### src/rtl/time_display_scan_pkg.sv
// ---------------------------------------------------------------------------
// time_display_scan_pkg
// Shared constants for the multiplexed six-digit time display:
//   - SEG_* glyphs, active-high, bit0 = segment a ... bit6 = segment g
//   - display geometry (digit count, decimal-point mask, all-off pin levels)
//   - helper that selects one BCD nibble out of the packed {h,m,s} word
// ---------------------------------------------------------------------------
package time_display_scan_pkg;

  localparam int NUM_DIGITS = 6;

  // Digits 2 and 4 carry the point, giving hh.mm.ss.
  localparam logic [5:0] DP_MASK = 6'b010100;

  localparam logic [6:0] SEG_0    = 7'b0111111;
  localparam logic [6:0] SEG_1    = 7'b0000110;
  localparam logic [6:0] SEG_2    = 7'b1011011;
  localparam logic [6:0] SEG_3    = 7'b1001111;
  localparam logic [6:0] SEG_4    = 7'b1100110;
  localparam logic [6:0] SEG_5    = 7'b1101101;
  localparam logic [6:0] SEG_6    = 7'b1111101;
  localparam logic [6:0] SEG_7    = 7'b0000111;
  localparam logic [6:0] SEG_8    = 7'b1111111;
  localparam logic [6:0] SEG_9    = 7'b1101111;
  localparam logic [6:0] SEG_DASH = 7'b1000000;

  // Pin levels with everything dark (all signals active-low).
  localparam logic [5:0] AN_OFF_N  = 6'h3F;
  localparam logic [6:0] SEG_OFF_N = 7'h7F;

  typedef logic [2:0] digit_idx_t;

  localparam digit_idx_t LAST_DIGIT = 3'(NUM_DIGITS - 1);

  // Digit 0 is the seconds ones nibble, digit 5 the hours tens nibble.
  function automatic logic [3:0] digit_nibble(input logic [23:0] hms,
                                              input digit_idx_t  d);
    logic [3:0] nib;
    case (d)
      3'd0:    nib = hms[3:0];
      3'd1:    nib = hms[7:4];
      3'd2:    nib = hms[11:8];
      3'd3:    nib = hms[15:12];
      3'd4:    nib = hms[19:16];
      3'd5:    nib = hms[23:20];
      default: nib = 4'd0;
    endcase
    return nib;
  endfunction

endpackage

### src/rtl/time_display_scan_seg7.sv
// ---------------------------------------------------------------------------
// bcd_to_seg7
// Combinational BCD nibble to active-low 7-segment pattern.
//   nibble  in  4  BCD digit; values above 9 render as a dash
//   seg_n   out 7  active-low segments, bit0 = a ... bit6 = g
// ---------------------------------------------------------------------------
module bcd_to_seg7
  import time_display_scan_pkg::*;
(
  input  logic [3:0] nibble,
  output logic [6:0] seg_n
);

  // Glyph lookup; the table is active-high so invert for the pins.
  always_comb begin
    seg_n = ~SEG_DASH;
    case (nibble)
      4'd0:    seg_n = ~SEG_0;
      4'd1:    seg_n = ~SEG_1;
      4'd2:    seg_n = ~SEG_2;
      4'd3:    seg_n = ~SEG_3;
      4'd4:    seg_n = ~SEG_4;
      4'd5:    seg_n = ~SEG_5;
      4'd6:    seg_n = ~SEG_6;
      4'd7:    seg_n = ~SEG_7;
      4'd8:    seg_n = ~SEG_8;
      4'd9:    seg_n = ~SEG_9;
      default: seg_n = ~SEG_DASH;
    endcase
  end

endmodule

### src/rtl/time_display_scan.sv
// ---------------------------------------------------------------------------
// time_display_scan
// Time-multiplexes six packed-BCD time digits onto one shared 7-segment bus.
// The time is captured once per frame into shadow registers so a frame never
// mixes old and new values. Each digit slot starts with a short all-off
// window to suppress ghosting on the shared segment lines.
//   clk         in   1  clock
//   resetn      in   1  asynchronous active-low reset
//   h, m, s     in   8  hours / minutes / seconds, packed BCD
//   an_n        out  6  digit enables, active-low (bit0 = s ones, bit5 = h tens)
//   seg_n       out  7  segments, active-low (bit0 = a ... bit6 = g)
//   dp_n        out  1  decimal point, active-low
//   frame_tick  out  1  one-cycle pulse after the shadow registers reload
// ---------------------------------------------------------------------------
module time_display_scan
  import time_display_scan_pkg::*;
#(
  parameter int SCAN_DIV  = 50000,
  parameter int BLANK_CYC = 16
) (
  input  logic       clk,
  input  logic       resetn,
  input  logic [7:0] h,
  input  logic [7:0] m,
  input  logic [7:0] s,
  output logic [5:0] an_n,
  output logic [6:0] seg_n,
  output logic       dp_n,
  output logic       frame_tick
);

  localparam int P_W = (SCAN_DIV > 1) ? $clog2(SCAN_DIV) : 1;
  localparam logic [P_W-1:0] P_MAX     = P_W'(SCAN_DIV - 1);
  localparam logic [P_W-1:0] BLANK_VAL = P_W'(BLANK_CYC);

  logic [P_W-1:0] p_r;
  digit_idx_t     d_r;
  logic [23:0]    shadow_r;

  logic           slot_end_s;
  logic           frame_end_s;
  logic           blank_s;
  logic [3:0]     nibble_s;
  logic [6:0]     seg_dec_s;
  logic [5:0]     an_next_s;
  logic [6:0]     seg_next_s;
  logic           dp_next_s;

  assign slot_end_s  = (p_r == P_MAX);
  assign frame_end_s = slot_end_s && (d_r == LAST_DIGIT);
  assign blank_s     = (p_r < BLANK_VAL);
  assign nibble_s    = digit_nibble(shadow_r, d_r);

  bcd_to_seg7 u_dec (
    .nibble (nibble_s),
    .seg_n  (seg_dec_s)
  );

  // Prescaler and digit index: the index advances on each prescaler wrap.
  always_ff @(posedge clk or negedge resetn) begin
    if (!resetn) begin
      p_r <= '0;
      d_r <= 3'd0;
    end else if (slot_end_s) begin
      p_r <= '0;
      d_r <= (d_r == LAST_DIGIT) ? 3'd0 : d_r + 3'd1;
    end else begin
      p_r <= p_r + P_W'(1);
    end
  end

  // Shadow capture on the last cycle of the frame; the new value is on
  // display from the first slot of the next frame.
  always_ff @(posedge clk or negedge resetn) begin
    if (!resetn) begin
      shadow_r <= 24'd0;
    end else if (frame_end_s) begin
      shadow_r <= {h, m, s};
    end else begin
      shadow_r <= shadow_r;
    end
  end

  // Next pin levels from the current slot position.
  always_comb begin
    an_next_s  = AN_OFF_N;
    seg_next_s = SEG_OFF_N;
    dp_next_s  = 1'b1;
    if (blank_s) begin
      an_next_s  = AN_OFF_N;
      seg_next_s = SEG_OFF_N;
      dp_next_s  = 1'b1;
    end else begin
      an_next_s  = ~(6'b000001 << d_r);
      seg_next_s = seg_dec_s;
      dp_next_s  = ~DP_MASK[d_r];
    end
  end

  // Output registers: pins lag the slot position by one cycle.
  always_ff @(posedge clk or negedge resetn) begin
    if (!resetn) begin
      an_n       <= AN_OFF_N;
      seg_n      <= SEG_OFF_N;
      dp_n       <= 1'b1;
      frame_tick <= 1'b0;
    end else begin
      an_n       <= an_next_s;
      seg_n      <= seg_next_s;
      dp_n       <= dp_next_s;
      frame_tick <= frame_end_s;
    end
  end

endmodule

### config.mk
export PLATFORM = sky130hd
export DESIGN_NAME = time_display_scan
export DESIGN_NICKNAME = d
export VERILOG_FILES = /design/src/rtl/time_display_scan_pkg.sv /design/src/rtl/time_display_scan_seg7.sv /design/src/rtl/time_display_scan.sv
export SDC_FILE = /design/constraint.sdc
export NUM_CORES = 1
export LEC_CHECK = 0
export CELL_PAD_IN_SITES_DETAIL_PLACEMENT = 0
export CELL_PAD_IN_SITES_GLOBAL_PLACEMENT = 2
export CORE_MARGIN = 1.5
export CORE_UTILIZATION = 30
export DETAILED_ROUTE_END_ITERATION = 16
export PLACE_DENSITY_LB_ADDON = 0.1
export SKIP_LAST_GASP = 1
export SYNTH_ARGS = -nofsm -noshare
export SYNTH_HDL_FRONTEND = slang
export SYNTH_HIERARCHICAL = 1
export SYNTH_SLANG_ARGS = --single-unit
### constraint.sdc
create_clock -name clk -period 7.2 [get_ports clk]
set_clock_uncertainty 0.1 [all_clocks]
set_input_delay 1.44 -clock clk [delete_from_list [all_inputs] [get_ports clk]]
set_output_delay 1.44 -clock clk [all_outputs]
set_load 0.1 [all_outputs]
---- Yosys cells after proc, flatten, opt, wreduce, memory -nomap -nowiden ----
Memory sizes are Yosys's and may differ from the RTL's.
Cells that the tools add are included.
operators by class
  magnitude comparators ................... 2
  multiplexer cells ....................... 7
  reduce and logical (&&, ||, !) cells .... 2
  equal/unequal tests ..................... 6
  add/sub/neg operators ................... 2
  shift operators ......................... 1
  bitwise logic cells ..................... 2
operator list
  kind                                                                           count
  4-bit one-hot mux with 6 select lines                                          1
  16-bit by 1-bit adder with 16-bit output, second input constant                1
  16-bit == test, second input constant                                          1
  16-bit by 5-bit less-than comparator with 1-bit output, second input constant  1
  16-bit two-way mux                                                             1
  7-bit two-way mux                                                              1
  3-bit by 2-bit == test with 1-bit output, second input constant                2
  3-bit == test, second input constant                                           2
  6-bit two-way mux                                                              1
  6-bit inverter                                                                 1
  1-bit by 3-bit << shifter with 6-bit output, first input constant              1
  3-bit by 4-bit less-than comparator with 1-bit output, second input constant   1
  3-bit by 1-bit adder with 3-bit output, second input constant                  1
  3-bit by 1-bit == test with 1-bit output, second input constant                1
  3-bit logical NOT                                                              1
  3-bit two-way mux                                                              1
  1-bit two-way mux                                                              2
  1-bit logical AND                                                              1
  1-bit inverter                                                                 1
word-level totals
  flip-flop bits (word level) ............. 58
  output and inout bits ................... 15
  ROM bits ................................ 120
  memories ................................ 2
memories
  memory           words  bits a word  rd ports  clocked after memory_dff  wr ports  line                          source
  (no name shown)  16     7            1         0                         0         time_display_scan_seg7.sv:17  case (nibble)
  (no name shown)  8      1            1         0                         0         time_display_scan.sv:96       dp_next_s = ~DP_MASK[d_r];

---- Depth between registers and ports, before layout ----
Gate-level depths: netlist of the first run.
  depth in word-level cells ............... 4
  mapped depth ............................ 10
  depth with buffers taken out ............ 9

---- Modules after synthesis ----
The synthesis of the first run kept the hierarchy.
by module, submodules not included
  module             cells an instance  sequential area each (um2)  instances  area an instance (um2)
  time_display_scan  196                1,468.9                     1          2,543.7
  bcd_to_seg7        31                 0.0                         1          240.2

---- Least setup slack after synthesis of the first run ----
Ideal clock, no wire load.
  path type ............................... register to output
  start ................................... register frame_tick
  end ..................................... output port frame_tick
  arrival ................................. 0.883 ns
  slack ................................... 4.777 ns
  cell stages (with the launch flop) ...... 1
  data required time ...................... 5.660 ns
  path through ............................ dfrtp_1
RTL lines
  what                      line                      source
  start: declaration        time_display_scan.sv:29   output logic frame_tick
  start signal: assignment  time_display_scan.sv:111  frame_tick <= frame_end_s;
No word-level cell between the ends.

---- Worst setup path in the final report of the first run ----
  start ................................... register seg_n[2]
  end ..................................... output port seg_n[2]
RTL lines
  what                      line                      source
  start: declaration        time_display_scan.sv:27   output logic [6:0] seg_n,
  start signal: assignment  time_display_scan.sv:109  seg_n <= seg_next_s;
No word-level cell between the ends.

==> results of run 1 <==
==> worst reg2reg max path, delay by kind of cell (launching register included) <==
family / cells / cell delay (ns)
compound gates: 3 / 1.15
buf+inv: 1 / 0.15
flops: 1 / 0.57
simple gates: 3 / 0.70
==> metal layers <==
metal | global-route usage [%] | vias up | routed length (um)
met5 | 0 | - | 0
met4 | 7.15 | 0 | 79
met3 | 2.39 | 6 | 161
met2 | 18.8 | 29 | 2500
met1 | 18.5 | 869 | 2920
li1 | - | 887 | -
==> cells by family after synthesis <==
kind of cell	Yosys count
compound gates	22
xor+xnor	13
fa+ha+maj	7
buf+inv	17
flops	58
mux	31
simple gates	79
==> per-stage QoR <==
stage | std cells | setup WS [ns]
final | 385 | 3.68
after global routing | 385 | 3.63
after CTS | 385 | 3.65
after detailed placement | 369 | 4.03
after global placement | 369 | 4.05
after floorplan | 227 | 4.78
==> sequential cells by signal, summed over array words and instances (netlist names) <==
register and cells:
frame_tick 1, dp_n 1, shadow_r 24, d_r 3, an_n 6, seg_n 7, p_r 16
==> cells in the final DEF, fill, tap and decap left out, types with 8 or more instances in the layout <==
master           netlist  layout
dfstp_2               14      14
mux2_1                19      19
xor2_1                10      10
dfrtp_1               44      44
nand2_1               14      14
nor2_1                17      17
nand2b_1               8       8
mux2_2                 8       8
clkdlybuf4s50_1        0      39
clkbuf_8               0      10
==> power breakdown <==
part | total, mW | internal (mW) | switching (mW)
registers | 0.326 | 0.326 | 0
logic | 0.0199 | 0.0119 | 0.00802
clock network | 0.335 | 0.203 | 0.132
total | 0.681 | 0.541 | 0.140
==> cell type report <==
class	instances	area, um^2	area share [%]
Tap cell	108	135	3.90
Timing Repair Buffer	43	418	12.1
Multi-Input combinational cell	152	1190	34.5
Inverter	8	30.0	0.867
Clock inverter	5	77.6	2.24
Sequential cell	58	1470	42.4
Clock buffer	11	141	4.08
==> worst min path at each step <==
stage	to	slack, ns	cells past startpoint
after floorplan	shadow_r[17]$_DFFE_PN0P_	0.35	1
after detailed placement	shadow_r[2]$_DFFE_PN0P_	0.37	1
final	p_r[0]$_DFF_PN0_	0.39	1
after global placement	shadow_r[0]$_DFFE_PN0P_	0.37	1
after CTS	p_r[0]$_DFF_PN0_	0.39	1
after global routing	shadow_r[2]$_DFFE_PN0P_	0.41	1
==> results.py, run 1 <==
metrics = {
    "setup_path": {
        "path_buf_inv": 1,
        "reg2reg_slack_ns": 4.47,
        "crit_cells": 1,
        "end_kind": "primary output",
        "regToRegStartpoint": "d_r[0]$_DFFE_PN0N_",
        "worst_setup_path_endpoint": "seg_n[2]",
        "r2r_end": "seg_n[5]$_DFF_PN1_",
        "startpoint": "seg_n[2]$_DFF_PN1_",
        "critical_path_arrival_ns": 1.98,
        "slowest_stage": "clkdlybuf4s50_1",
        "crit_type": "reg -> out",
        "max_stage_delay_ns": 1.12,
        "path_cells": "clkdlybuf4s50_1",
        "path_delay_family": "buffers and inverters",
        "cp_max_fo": 1,
        "cp-start-kind": "register",
        "crit_required_ns": 5.66,
        "ff2ff_path_depth": 7,
    },
    "pwr": {
        "cellLeakagePower_nw": 1.58,
        "vdd_ir_drop_max_mv": 0.0736,
        "powerDensity_mw_per_mm2": 197,
        "p_total_mw": 0.681,
    },
    "final_layout": {
        "diodes": 0,
        "nets": 305,
        "drive_above_1_share_pct": 19.5,
        "syn2layout_area_growth_pct": 24.4,
        "fin_util_pct": 39.2,
        "finalInstanceArea_mm2": 0.00346,
        "nFillCells": 900,
    },
    "grt": {
        "grt_max_degree": 59,
        "grt_pass1_vias": 1887,
        "gr-usage-all-layers_pct": 13.1,
        "grt_pass1_wl_um": 9760,
        "antenna_found_initial": 0,
        "overflow": 0,
    },
    "synthesis": {
        "avgSynthCellArea_um2": 12.3,
        "synth_area_mm2": 0.00278,
        "netlist_top_cells_area": "dfrtp_1 (40%), dfstp_2 (13%), mux2_1 (7.7%)",
        "ys_types": 51,
        "yosys.area_share.adder_pct": 3.15,
        "synth.most_common_cell": "dfrtp_1",
        "synthCells": 227,
        "synth_edf_count": 0,
        "synth_xor_area_share_pct": 4.09,
        "ys_warn_count": 6,
        "ys_seq_area_share_pct": 52.8,
        "yosysTopAreaCellShare_pct": 39.6,
        "syn_nets": 260,
        "synth-compound-area-share_pct": 5.39,
        "ys.flop_type": "dfrtp_1",
        "synth_mux_area_share_pct": 12.8,
        "synth_top_area_cell": "dfrtp_1",
        "netlist_top_cells_count": "dfrtp_1 (44), mux2_1 (19), nor2_1 (17)",
        "synth_seq_cells": 58,
        "synth_simple_gate_area_share_pct": 17.3,
        "synth_top_family_by_area": "simple AND/OR/NAND/NOR gates",
        "async_flop_share_pct": 100,
    },
    "route": {
        "num_vias": 1791,
        "dr.pass1.iters": 4,
        "viasPerCell": 4.65,
        "wl_per_cell_um": 14.7,
        "drc_errors": 0,
        "antenna_left": 0,
        "drt_iter0_markers": 63,
        "drt-total-wl_um": 5670,
    },
    "job": {
        "cap_viol_max_count": 0,
    },
    "timing": {
        "fin_crit_ns": 3.52,
        "fmax_ghz": 0.284,
        "drv_slew": 0,
        "fin_setup_tns_ns": 0,
        "timing.hold.ws_ns": 0.386,
        "finalSetupViolCount": 0,
        "hold_viol_final": 0,
        "worst_slew_pin_slew_ns": 1.02,
        "slew_headroom_pct": 31.0,
        "rsz0062_at_grt": "no",
        "fin_crit_sh_pct": 48.8,
    },
    "placement": {
        "gp_congestion": 0.686,
        "dp_hpwl_um": 3860,
        "port-buffer-count": 40,
        "dpl_cell_area_mm2": 0.00325,
    },
    "hold_path": {
        "hold_start": "p_r[0]$_DFF_PN0_",
        "hp-class": "reg -> reg",
    },
    "outcome": {
        "outcome": "finished clean",
    },
    "die": {
        "die_w_um": 99.3,
        "ios": 41,
        "num_rows": 34,
        "die_h_um": 99.3,
        "initial_utilization_pct": 31.5,
        "die-area_mm2": 0.00987,
        "core_area_mm2": 0.00885,
    },
    "clock_network": {
        "clock_latency_ns": 0.33,
        "cts_hold_buffers": 0,
        "cts_num_sinks": 58,
        "clockBufferDepth": 2,
        "postCtsSetupBuffers": 0,
        "cts_max_level": 3,
        "root_buffer": "clkbuf_8",
        "cts_tree": "built",
        "numCtsBuffers": 9,
        "clkTransAtPathRegs_ns": 0.07,
        "cts_resized": 0,
    },
}
(Power assumes the default switching activity.)
==> run 2, diff against run 1 <==
clock period = 3.6 ns   (was 7.2 ns; I/O delays follow)
==> results.py, run 2 (same netlist as run 1, synthesis figures left out) <==
metrics = {
    "final_layout": {
        "syn2layout_area_growth_pct": 22.7,
        "top_regs": "shadow_r (24), p_r (16), seg_n (7)",
        "fin_cells": 385,
        "finalInstanceArea_mm2": 0.00341,
        "nets": 305,
        "diodes": 0,
        "mostFrequentLayoutCell": "dfrtp_1",
        "multi_input_area_mm2": 0.00119,
        "nFillCells": 896,
        "seqCellArea_mm2": 0.00147,
        "drive_above_1_share_pct": 24.9,
        "mostFrequentLayoutCells": "dfrtp_1 (44), clkdlybuf4s50_1 (25), mux2_1 (19)",
        "largest_reg_flops": 24,
        "top_register": "shadow_r",
    },
    "timing": {
        "fin_crit_sh_pct": 86.9,
        "finalSetupViolCount": 0,
        "drv_slew": 0,
        "fin_crit_ns": 3.13,
        "rsz0062_at_grt": "no",
        "hold_viol_final": 0,
        "slew_headroom_pct": 28.8,
        "fin_setup_tns_ns": 0,
        "worst_slew_pin_slew_ns": 1.07,
        "fmax_ghz": 0.320,
    },
    "setup_path": {
        "crit_required_ns": 3.78,
        "cp_max_fo": 9,
        "path_buf_inv": 2,
        "max_stage_delay_ns": 0.81,
        "cpMostUsedCell": "inv_1",
        "regToRegStartpoint": "d_r[0]$_DFFE_PN0N_",
        "crit_type": "reg -> reg",
        "slowest_stage": "o21ai_0",
        "path_delay_family": "compound AO/OA/AOI/OAI gates",
        "end_kind": "register",
        "critical_path_arrival_ns": 3.31,
        "path_cells": "inv_1 > nor2_1 > a22oi_1 > o21ai_0 > inv_1 > ha_1 > or2b_1 > a31oi_1 > nand2b_1",
        "cp-start-kind": "register",
        "startpoint": "d_r[0]$_DFFE_PN0N_",
    },
    "die": {
        "num_rows": 34,
        "ios": 41,
        "die-area_mm2": 0.00987,
        "die_w_um": 99.3,
        "core_area_mm2": 0.00885,
        "initial_utilization_pct": 31.5,
        "die_h_um": 99.3,
    },
    "placement": {
        "dpl_cell_area_mm2": 0.00321,
        "gp_congestion": 0.734,
        "port-buffer-count": 40,
        "dp.cells": 369,
        "dp_hpwl_um": 3980,
    },
    "route": {
        "num_vias": 1832,
        "drc_errors": 0,
        "drt-total-wl_um": 5670,
        "dr.pass1.iters": 6,
        "viasPerCell": 4.76,
        "antenna_left": 0,
        "drt_iter0_markers": 60,
        "wl_per_cell_um": 14.7,
    },
    "pwr": {
        "seq_power_share_pct": 49.9,
        "vdd_ir_drop_max_mv": 0.139,
        "p_int_mw": 1.01,
        "cellLeakagePower_nw": 1.57,
        "powerDensity_mw_per_mm2": 383,
        "swShare_pct": 22.4,
        "comb_power_share_pct": 3.1,
        "p_sw_mw": 0.293,
        "clkPwrFrac_pct": 47.0,
    },
    "clock_network": {
        "cts_resized": 0,
        "numCtsBuffers": 9,
        "cts_num_sinks": 58,
        "root_buffer": "clkbuf_8",
        "postCtsSetupBuffers": 0,
        "clock_latency_ns": 0.34,
        "cts_max_level": 3,
        "cts_tree": "built",
        "clkTransAtPathRegs_ns": 0.07,
        "clockBufferDepth": 2,
        "cts_hold_buffers": 0,
    },
    "grt": {
        "grt_pass1_wl_um": 9800,
        "gr-usage-all-layers_pct": 13.1,
        "overflow": 0,
        "grt_max_degree": 48,
        "grt_pass1_vias": 1895,
        "antenna_found_initial": 0,
    },
    "outcome": {
        "outcome": "finished clean",
    },
    "job": {
        "cap_viol_max_count": 0,
    },
    "hold_path": {
        "hp-class": "reg -> reg",
        "hold_start": "p_r[0]$_DFF_PN0_",
    },
}
-- run 2: cell types whose count changed in the layout (fill, tap and decap cells not counted), sizes merged --
| cell | change |
|---|---|
| bufinv | -1 |
| clkbuf | -1 |
| clkinvlp | +2 |
| buf | +14 |
| clkdlybuf4s50 | -14 |
-- run 2: final cells by class --
type,count,area share [%]
inverter,8,0.879
sequential,58,43.0
clock buffer,10,4.03
tap,108,3.96
clock inverter,6,1.94
multi-input combinational,152,35.0
timing repair buffer,43,11.2
-- run 2: power groups by stage --
stage	logic, mW	registers, mW	clock network [mW]
2_1_floorplan	0.000241	0.664	0
3_3_place_gp	0.0421	0.664	0
3_5_place_dp	0.0422	0.664	0
4_1_cts	0.0423	0.652	0.644
5_1_grt	0.0451	0.652	0.682
6_report	0.0400	0.652	0.614
-- run 2: per-stage QoR --
| step | hold WS (ns) | setup WS [ns] | power [mW] | util, % |
|---|---|---|---|---|
| 2_1_floorplan | 0.324 | 1.18 | 0.664 | - |
| 3_3_place_gp | 0.370 | 0.497 | 0.706 | 36.3 |
| 3_5_place_dp | 0.377 | 0.404 | 0.706 | 36.3 |
| 4_1_cts | 0.389 | 0.388 | 1.34 | 38.6 |
| 5_1_grt | 0.411 | 0.239 | 1.38 | 38.6 |
| 6_report | 0.382 | 0.473 | 1.31 | 38.6 |
-- run 2: worst paths after layout --
path | to | slack (ns) | cells past startpoint
worst max register to register | seg_n[4]$_DFF_PN1_ | 0.47 | 9
max in group asynchronous | an_n[5]$_DFF_PN1_ | 2.09 | 2
min in group asynchronous | frame_tick$_DFF_PN0_ | 0.47 | 1
worst min-delay path | p_r[0]$_DFF_PN0_ | 0.38 | 1
worst min register to register | p_r[0]$_DFF_PN0_ | 0.38 | 1
worst max-delay path | seg_n[4]$_DFF_PN1_ | 0.47 | 9
-- run 2: metal layers --
layer | up-vias | part of all wire (%) | global-route usage (%)
li1 | 884 | - | -
met1 | 892 | 49 | 17.9
met2 | 47 | 45 | 18.9
met3 | 9 | 4.8 | 4.22
met4 | 0 | 1.7 | 6.18
met5 | - | 0 | 0
==> run 3, diff against run 2 <==
ABC_AREA = 1   (was not set)
==> results.py, run 3 <==
metrics = {
    "outcome": {
        "outcome": "finished clean",
    },
    "die": {
        "die_w_um": 103,
        "die-area_mm2": 0.0106,
        "ios": 41,
        "num_rows": 36,
        "core_area_mm2": 0.00973,
        "initial_utilization_pct": 30.8,
        "die_h_um": 103,
    },
    "setup_path": {
        "max_stage_delay_ns": 1.12,
        "critical_path_arrival_ns": 1.78,
        "crit_type": "reg -> out",
        "path_cells": "clkdlybuf4s50_1",
        "slowest_stage": "clkdlybuf4s50_1",
        "cp_max_fo": 1,
        "startpoint": "frame_tick$_DFF_PN0_",
        "ff2ff_path_depth": 12,
        "path_buf_inv": 1,
        "crit_required_ns": 2.78,
        "worst_setup_path_endpoint": "frame_tick",
        "regToRegStartpoint": "d_r[2]$_DFFE_PN0N_",
        "end_kind": "primary output",
        "reg2reg_slack_ns": 1.23,
        "r2r_end": "seg_n[3]$_DFF_PN1_",
        "cp-start-kind": "register",
        "path_delay_family": "buffers and inverters",
        "crit_cells": 1,
    },
    "pwr": {
        "p_int_mw": 0.963,
        "powerDensity_mw_per_mm2": 342,
        "swShare_pct": 22.9,
        "seq_power_share_pct": 52.2,
        "comb_power_share_pct": 3.3,
        "p_sw_mw": 0.286,
        "p_total_mw": 1.25,
        "cellLeakagePower_nw": 1.83,
        "clkPwrFrac_pct": 44.5,
        "vdd_ir_drop_max_mv": 0.150,
    },
    "final_layout": {
        "top_register": "shadow_r",
        "syn2layout_area_growth_pct": 22.0,
        "fin_util_pct": 37.6,
        "diodes": 0,
        "top_regs": "shadow_r (24), p_r (16), seg_n (7)",
        "finalInstanceArea_mm2": 0.00365,
        "fin_cells": 556,
        "mostFrequentLayoutCell": "nand2_1",
        "largest_reg_flops": 24,
        "nets": 451,
        "mostFrequentLayoutCells": "nand2_1 (141), dfrtp_1 (44), inv_1 (38)",
        "drive_above_1_share_pct": 15.6,
    },
    "timing": {
        "fmax_ghz": 0.385,
        "worst_slew_pin_slew_ns": 0.963,
        "hold_viol_final": 0,
        "finalSetupViolCount": 0,
        "slew_headroom_pct": 35.6,
        "drv_slew": 0,
        "fin_crit_sh_pct": 72.2,
        "rsz0062_at_grt": "no",
        "fin_crit_ns": 2.60,
        "fin_setup_tns_ns": 0,
    },
    "route": {
        "num_vias": 2462,
        "antenna_left": 0,
        "viasPerCell": 4.43,
        "drc_errors": 0,
        "drt_iter0_markers": 64,
        "drt-total-wl_um": 7290,
        "wl_per_cell_um": 13.1,
        "dr.pass1.iters": 4,
    },
    "synthesis": {
        "async_flop_share_pct": 100,
        "netlist_top_cells_count": "nand2_1 (141), dfrtp_1 (44), inv_1 (38)",
        "ys.flop_type": "dfrtp_1",
        "synth_top_area_cell": "dfrtp_1",
        "synth.most_common_cell": "nand2_1",
        "yosysTopAreaCellShare_pct": 36.7,
        "synth_area_mm2": 0.00300,
        "synth_edf_count": 0,
        "ys_seq_area_share_pct": 49.0,
        "syn_nets": 407,
        "ys_types": 27,
        "ys_warn_count": 6,
        "synth_seq_cells": 58,
        "netlist_top_cells_area": "dfrtp_1 (37%), nand2_1 (18%), dfstp_2 (12%)",
        "avgSynthCellArea_um2": 8.01,
        "synthCells": 374,
    },
    "clock_network": {
        "clkTransAtPathRegs_ns": 0.07,
        "clockBufferDepth": 2,
        "root_buffer": "clkbuf_8",
        "cts_hold_buffers": 0,
        "cts_num_sinks": 58,
        "numCtsBuffers": 9,
        "postCtsSetupBuffers": 0,
        "cts_resized": 0,
        "cts_tree": "built",
        "clock_latency_ns": 0.34,
        "cts_max_level": 3,
    },
    "hold_path": {
        "hp-class": "in -> async",
    },
    "placement": {
        "dp_hpwl_um": 5190,
        "dp.cells": 540,
        "dpl_cell_area_mm2": 0.00347,
        "port-buffer-count": 40,
        "gp_congestion": 0.780,
    },
    "grt": {
        "antenna_found_initial": 0,
        "overflow": 0,
        "gr-usage-all-layers_pct": 15.1,
        "grt_max_degree": 28,
        "grt_pass1_vias": 2333,
        "grt_pass1_wl_um": 11900,
    },
    "job": {
        "cap_viol_max_count": 0,
    },
}
run 3: routing by layer:
| layer | up-vias | routed length [um] | GRT usage [%] |
|---|---|---|---|
| met3 | 12 | 212 | 3.12 |
| met2 | 37 | 3340 | 24.8 |
| li1 | 1266 | - | - |
| met1 | 1147 | 3610 | 19.6 |
| met5 | - | 0 | 0 |
| met4 | 0 | 129 | 5.93 |
run 3: cells by family (layout without fill, tap and decap cells):
kind of cell / Yosys count / in the layout / synth area share [%]
AND/OR/NAND/NOR: 244 / 244 / 36.9
flip-flops: 58 / 58 / 49.0
buffers and inverters: 52 / 101 / 7.72
adder cells (fa/ha/maj): 7 / 7 / 2.92
XOR/XNOR: 7 / 7 / 2.05
AO/OA/AOI/OAI: 6 / 6 / 1.38
run 3: metrics by stage:
step	setup WS (ns)	hold slack, ns
after floorplan	1.59	0.324
after global placement	1.22	0.357
after detailed placement	1.20	0.359
after CTS	0.988	0.192
after global routing	0.949	0.207
final	1.00	0.191
run 3: worst min-delay path by stage:
| stage | endpoint | slack [ns] | cells after the start |
|---|---|---|---|
| 3_3_place_gp | p_r[0]$_DFF_PN0_ | 0.36 | 1 |
| 3_5_place_dp | p_r[0]$_DFF_PN0_ | 0.36 | 1 |
| 4_1_cts | p_r[11]$_DFF_PN0_ | 0.19 | 1 |
| 2_1_floorplan | d_r[0]$_DFFE_PN0N_ | 0.32 | 0 |
| 6_report | p_r[11]$_DFF_PN0_ | 0.19 | 1 |
| 5_1_grt | p_r[11]$_DFF_PN0_ | 0.21 | 1 |
run 3: power by group through the flow:
| stage | combinational (mW) | clock [mW] | sequential (mW) |
|---|---|---|---|
| 3_5_place_dp | 0.0422 | 0 | 0.664 |
| 4_1_cts | 0.0423 | 0.575 | 0.652 |
| 5_1_grt | 0.0458 | 0.603 | 0.652 |
| 6_report | 0.0407 | 0.556 | 0.652 |
| 3_3_place_gp | 0.0419 | 0 | 0.664 |
run 3: final cells by class:
class                      count  area, um^2
fill                        1085        6070
multi-input combinational    264        1300
clock buffer                  12         155
sequential                    58        1470
timing repair buffer          43         383
inverter                      42         159
tap                          133         166
clock inverter                 4        26.3
